## config.mk

```make
export PLATFORM = sky130hd
export DESIGN_NAME = k2_fetch_unit
export DESIGN_NICKNAME = d
export VERILOG_FILES = /design/src/rtl/k2_pkg.sv /design/src/rtl/k2_pc_reg.sv /design/src/rtl/k2_fetch_unit.sv
export SDC_FILE = /design/constraint.sdc
export NUM_CORES = 1
export LEC_CHECK = 0
export BUFFER_PORTS_ARGS = -buffer_cell sky130_fd_sc_hd__buf_2
export CAP_MARGIN = 30
export CELL_PAD_IN_SITES_DETAIL_PLACEMENT = 2
export CELL_PAD_IN_SITES_GLOBAL_PLACEMENT = 2
export CORE_UTILIZATION = 25
export DETAILED_ROUTE_END_ITERATION = 8
export GPL_TIMING_DRIVEN = 0
export PLACE_DENSITY = 0.75
export SKIP_LAST_GASP = 1
export SLEW_MARGIN = 15
export SYNTH_ARGS = -nofsm -noshare
export SYNTH_HDL_FRONTEND = slang
export SYNTH_HIERARCHICAL = 1
export SYNTH_SLANG_ARGS = --single-unit
```

## constraint.sdc

```tcl
create_clock -name clk -period 1.6 [get_ports clk]
set_clock_uncertainty 0.05 [all_clocks]
set_input_delay 0.16 -clock clk [delete_from_list [all_inputs] [get_ports clk]]
set_output_delay 0.16 -clock clk [all_outputs]
set_load 0.01 [all_outputs]
```

## src/rtl/k2_pkg.sv

```systemverilog
// Shared types and constants for the k2 8-bit core front end.
package k2_pkg;

    localparam int ADDR_W = 4;
    localparam int INST_W = 8;

    typedef logic [ADDR_W-1:0] addr_t;
    typedef logic [INST_W-1:0] inst_t;

    typedef enum logic [1:0] {
        RUN    = 2'd0,
        DRAIN  = 2'd1,
        HALTED = 2'd2
    } fetch_state_t;

    localparam inst_t IDLE_INST = 8'b0011_0000;

endpackage

```

## src/rtl/k2_pc_reg.sv

```systemverilog
// Program counter with synchronous reset, redirect load and wrapping increment.
module k2_pc_reg
    import k2_pkg::*;
#(
    parameter int ADDR_W_P = ADDR_W
) (
    input  logic                clk,
    input  logic                reset,
    input  logic                load_i,
    input  logic [ADDR_W_P-1:0] target_i,
    input  logic                inc_i,
    output logic [ADDR_W_P-1:0] pc_o
);

    logic [ADDR_W_P-1:0] pc_q;
    logic [ADDR_W_P-1:0] pc_d;

    // Load beats increment; the add wraps naturally at the register width.
    always_comb begin
        pc_d = pc_q;
        if (load_i) begin
            pc_d = target_i;
        end else if (inc_i) begin
            pc_d = pc_q + 1'b1;
        end
    end

    always_ff @(posedge clk) begin
        if (reset) begin
            pc_q <= '0;
        end else begin
            pc_q <= pc_d;
        end
    end

    assign pc_o = pc_q;

endmodule

```

## src/rtl/k2_fetch_unit.sv

```systemverilog
// Fetch stage: drives imem from the pc and buffers one instruction for the decoder.
module k2_fetch_unit
    import k2_pkg::*;
#(
    parameter int ADDR_W_P = ADDR_W,
    parameter int INST_W_P = INST_W
) (
    input  logic                clk,
    input  logic                reset,
    output logic [ADDR_W_P-1:0] imem_addr,
    input  logic [INST_W_P-1:0] imem_inst,
    input  logic                redirect_valid,
    input  logic [ADDR_W_P-1:0] redirect_target,
    input  logic                halt_req,
    output logic                out_valid,
    input  logic                out_ready,
    output logic [INST_W_P-1:0] out_inst,
    output logic [ADDR_W_P-1:0] out_pc,
    output logic                halted
);

    fetch_state_t        state_q, state_d;
    logic                valid_q, valid_d;
    logic [INST_W_P-1:0] inst_q, inst_d;
    logic [ADDR_W_P-1:0] opc_q, opc_d;
    logic [ADDR_W_P-1:0] pc;
    logic                pcLoad;
    logic                pcInc;
    logic                bufFree;

    k2_pc_reg #(.ADDR_W_P(ADDR_W_P)) u_pc (
        .clk      (clk),
        .reset    (reset),
        .load_i   (pcLoad),
        .target_i (redirect_target),
        .inc_i    (pcInc),
        .pc_o     (pc)
    );

    // A transfer happening this cycle frees the buffer for a same-cycle refill.
    assign bufFree = !valid_q || out_ready;

    always_comb begin
        state_d = state_q;
        valid_d = valid_q;
        inst_d  = inst_q;
        opc_d   = opc_q;
        pcLoad  = 1'b0;
        pcInc   = 1'b0;
        unique case (state_q)
            RUN: begin
                if (redirect_valid) begin
                    pcLoad  = 1'b1;
                    valid_d = 1'b0;
                end else if (halt_req) begin
                    if (bufFree) begin
                        valid_d = 1'b0;
                        state_d = HALTED;
                    end else begin
                        state_d = DRAIN;
                    end
                end else if (bufFree) begin
                    inst_d  = imem_inst;
                    opc_d   = pc;
                    valid_d = 1'b1;
                    pcInc   = 1'b1;
                end
            end
            DRAIN: begin
                if (redirect_valid) begin
                    pcLoad  = 1'b1;
                    valid_d = 1'b0;
                    state_d = RUN;
                end else if (out_ready) begin
                    valid_d = 1'b0;
                    state_d = HALTED;
                end
            end
            HALTED: begin
                valid_d = 1'b0;
                if (redirect_valid) begin
                    pcLoad  = 1'b1;
                    state_d = RUN;
                end
            end
            default: begin
                valid_d = 1'b0;
                state_d = RUN;
            end
        endcase
    end

    always_ff @(posedge clk) begin
        if (reset) begin
            state_q <= RUN;
            valid_q <= 1'b0;
            inst_q  <= '0;
            opc_q   <= '0;
        end else begin
            state_q <= state_d;
            valid_q <= valid_d;
            inst_q  <= inst_d;
            opc_q   <= opc_d;
        end
    end

    assign imem_addr = pc;
    assign out_valid = valid_q;
    assign out_inst  = inst_q;
    assign out_pc    = opc_q;
    assign halted    = (state_q == HALTED);

endmodule
```

==> impl_summary.txt <==
----------------------------------------------------
[Run status]
  Result of the run ... finished, violations left
  Violated checks ... setup timing

[Timing]
  Worst-case headroom to the max-slew limit ... 74.6%
  Final period utilization ... 102%
  Fin Setup TNS ... -0.0354 ns
  Achievable Freq ... 611 MHz
  Max-slew violation count ... 0
  Final count of negative-setup-slack endpoints ... 1
  Number of endpoints with negative hold slack in the final report ... 0
  Setup repair after global routing missed its margin ... yes
  Hold WS ... 0.0390 ns
  Worst-Margin Slew ... 0.381 ns
  Clock period minus final worst setup slack ... around 1.6 ns
  Setup ws final ... -0.0354 ns

[Synthesis]
  Area fraction of the dominant cell type after synthesis ... 42.7%
  Area contributors post-synth ... dfxtp_1 43%, nand2b_1 18%, mux2i_1 16%
  Number of distinct library cells after synthesis ... 23
  Most numerous cell types in the synthesized netlist ... 26 x nand2b_1, 19 x dfxtp_1, 14 x mux2i_1
  Most used DFF post-synth ... dfxtp_1
  Sequential fraction of the synthesis area ... 42.7%
  Share of synthesized flip-flops with an asynchronous set or reset ... 0%
  Largest area contributor in the netlist ... dfxtp_1
  Mapped cell area ... 891 µm²
  Post-synth EDFFs ... 0
  Number of instances in the synthesized netlist ... 88
  Number of warnings issued by yosys ... 6
  Average cell area after synthesis ... 10.1 µm²
  Total of flip-flops plus latches after synthesis ... 19
  Most common cell in the synthesized netlist ... nand2b_1
  Post-Synthesis Net Count ... 106

[Clock network]
  Post-CTS sizing ... 0
  Number of CTS-inserted buffers ... 3
  Worst skew pair latency ... 0.31 ns
  Maximum root-to-sink buffer count ... 2
  Total number of clock tree sinks ... 19
  Root buffer selected by CTS ... clkbuf_4
  Level count of the clock H-tree ... 1
  TritonCTS clock tree ... yes
  Clock slew seen by the registers of the worst setup and hold paths ... 0.12 ns

[Drt]
  Final routed wire length divided by cell count ... 13.0 µm
  First-pass iteration count of the detailed router ... 4
  Routed Wire Length ... 2.35 mm
  Antenna-violating nets left ... 0
  Routed vias ... 796
  Initial DRC count ... 21
  DRC violation count after routing ... 0
  Via/cell ratio ... 4.42

[GRT]
  Maximum number of pins on one net before global-route repair ... 13
  Met3 GRT Util ... 3.93%
  Via count of the first global-routing pass ... slightly above 800
  Overall track demand over capacity in global routing ... 14.3%
  Overflow left after global routing ... 0
  Initial antenna violation count ... 0
  Wire length of the first global-routing pass ... roughly 3.8 mm
  Gr busiest metal ... met2
  Met2 GRT Util ... a little under a quarter
  Fraction of met1 tracks used by global routing ... between 15 and 20%

[Layout]
  Finished Core Util ... between 30% and 40%
  Layout-stage area growth over the synthesis result ... 36.2%
  Layout cell share with drive strength beyond 1 ... 38.8%
  Summed area of non-filler cells in the final layout ... 0.00121 mm²
  Number of antenna cells inserted ... 0
  Final nets ... ~150

[Worst setup path]
  Worst endpoint data arrival time ... 1.80 ns
  Worst-path cell chain ... or2_4 > nor4b_4 > buf_6 > mux2_4 > mux2i_1 > nor2_1
  Gate family responsible for the most delay along the worst path ... simple AND/OR/NAND/NOR gates
  Category of the worst setup path capture point ... flip-flop
  Startpoint type of the worst setup path ... flip-flop
  Highest cell delay on the worst timing path ... roughly 0.34 ns
  Worst path buffer plus inverter count ... 1
  Critical path fanouts, max ... 6
  Cell count of the worst reg-to-reg path ... 6
  RR Startpoint ... state_q[0]
  Critical path type ... flip-flop to flip-flop
  Required time at the endpoint of the critical path ... ~1.8 ns
  Capture point of the worst reg-to-reg path ... u_pc/pc_o[1]
  Library cell contributing the largest single delay on the critical path ... dfxtp_2
  FF-to-FF setup slack ... -0.04 ns

[Min path]
  Endpoint of the worst hold path ... state_q[1]
  Worst Hold Path Cells ... 2
  Min-Delay Startpoint ... redirect_valid
  Worst Hold Class ... input pin to flip-flop

[Power and ir drop]
  Clock Power Share ... 27.5%
  Logic pwr share ... 18.3%
  Worst VDD drop ... 0.246 mV
  Internal power consumption ... 0.686 mW
  Power Density ... 786 mW/mm²
  Switching power as a share of total power ... about 28%
  Overall power consumption ... 0.954 mW
  Share of power burned in registers ... 54.2%
  Switching component of the power ... approximately 0.27 mW
  Standby leakage power ... 0.565 nW

[Place]
  PortBufs ... 34
  Detailed placer's ending HPWL ... 1.68 mm
  Cell area after placement ... roughly 0.0011 mm²
  Placer congestion estimate ... 0.657

[Floorplan]
  Area of the die ... 0.00381 mm²
  Cell Rows ... 21
  Vertical extent of the die ... 61.7 µm
  Core region area ... roughly 0.0034 mm²
  IO Pins ... 35
  Effective utilization at floorplan ... 26.5%
  Width of the chip ... 61.7 µm

[Flow run]
  Max-cap viol count ... 0

----------------------------------------------------
==> kinds of logic (layout without fill, tap and decap cells) <==
| family | after synthesis | in the layout | share of synthesized area (%) |
|---|---|---|---|
| buffers and inverters | 6 | 52 | 3.51 |
| flip-flops | 19 | 19 | 42.7 |
| AND/OR/NAND/NOR | 35 | 35 | 26.1 |
| XOR/XNOR | 3 | 3 | 2.95 |
| multiplexers | 15 | 15 | 17.0 |
| adder cells (fa/ha/maj) | 1 | 1 | 1.40 |
| AO/OA/AOI/OAI | 9 | 9 | 6.32 |
==> worst reg2reg max path: cells and delay by family, from the launching register on <==
kind | cells | cell delay (ns)
buf+inv | 1 | 0.17
flops | 1 | 0.34
mux | 2 | 0.42
simple gates | 3 | 0.57
==> how the worst max path moves through the flow <==
stage                          start           end  slack [ns]  depth (start not counted)
after detailed placement  state_q[0]  u_pc/pc_o[1]       -0.35                          6
after global placement    state_q[0]  u_pc/pc_o[1]       -0.32                          6
final                     state_q[0]  u_pc/pc_o[1]       -0.04                          6
after CTS                 state_q[0]  u_pc/pc_o[1]       -0.05                          6
after global routing      state_q[0]  u_pc/pc_o[1]       -0.14                          6
after floorplan           state_q[0]  u_pc/pc_o[1]       -0.18                          6
==> layout by cell type, fill, tap and decap left out, types with 2 or more instances in the layout <==
cell type	n
buf_2	35
nand2b_1	26
dfxtp_1	18
mux2i_1	14
buf_4	7
a21oi_1	5
clkbuf_4	3
clkbuf_1	2
xnor2_1	2
inv_1	2
o21a_1	2
nor2_1	2
==> cell type report <==
type / instances / area (µm²)
Sequential cell: 19 / 382
Fill cell: 415 / 2150
Clock inverter: 1 / 5.00
Tap cell: 46 / 57.6
Buffer: 4 / 23.8
Timing Repair Buffer: 42 / 233
Multi-Input combinational cell: 63 / 483
Clock buffer: 3 / 22.5
Inverter: 2 / 7.51
==> layer usage <==
metal  share of wire (%)  vias to the layer above  wire, µm
met1                  45                      381      1060
met3                 5.9                        4       138
met5                   0                        -         0
met4                 1.2                        0        29
li1                    -                      389         -
met2                  48                       22      1120
==> state kept, by name, indices dropped and copies added, names as in the netlist <==
signal and count:
u_pc/pc_o 4, out_inst 8, state_q 2, out_pc 4, out_valid 1
==> power by group through the flow <==
stage | Combinational [mW] | Sequential, mW | Clock (mW)
2_1_floorplan | 0.0852 | 0.535 | 0
3_3_place_gp | 0.155 | 0.527 | 0
3_5_place_dp | 0.162 | 0.528 | 0
4_1_cts | 0.175 | 0.517 | 0.278
5_1_grt | 0.194 | 0.520 | 0.298
6_report | 0.175 | 0.517 | 0.263
==> what timing repair did <==
item | 4_1_cts | 5_1_grt
hold endpoints to repair | 1 | 0
setup endpoints to repair | 13 | 6
pin swaps | 1 | 1
hold buffers | 1 | 0
setup buffers | 6 | 2
gates cloned | 0 | 0
==> stage by stage <==
step | cells | setup slack [ns]
2_1_floorplan | 88 | -0.184
3_3_place_gp | 168 | -0.318
3_5_place_dp | 168 | -0.348
4_1_cts | 179 | -0.0483
5_1_grt | 180 | -0.143
6_report | 180 | -0.0354
No activity file was read; power rests on OpenSTA's default activity.
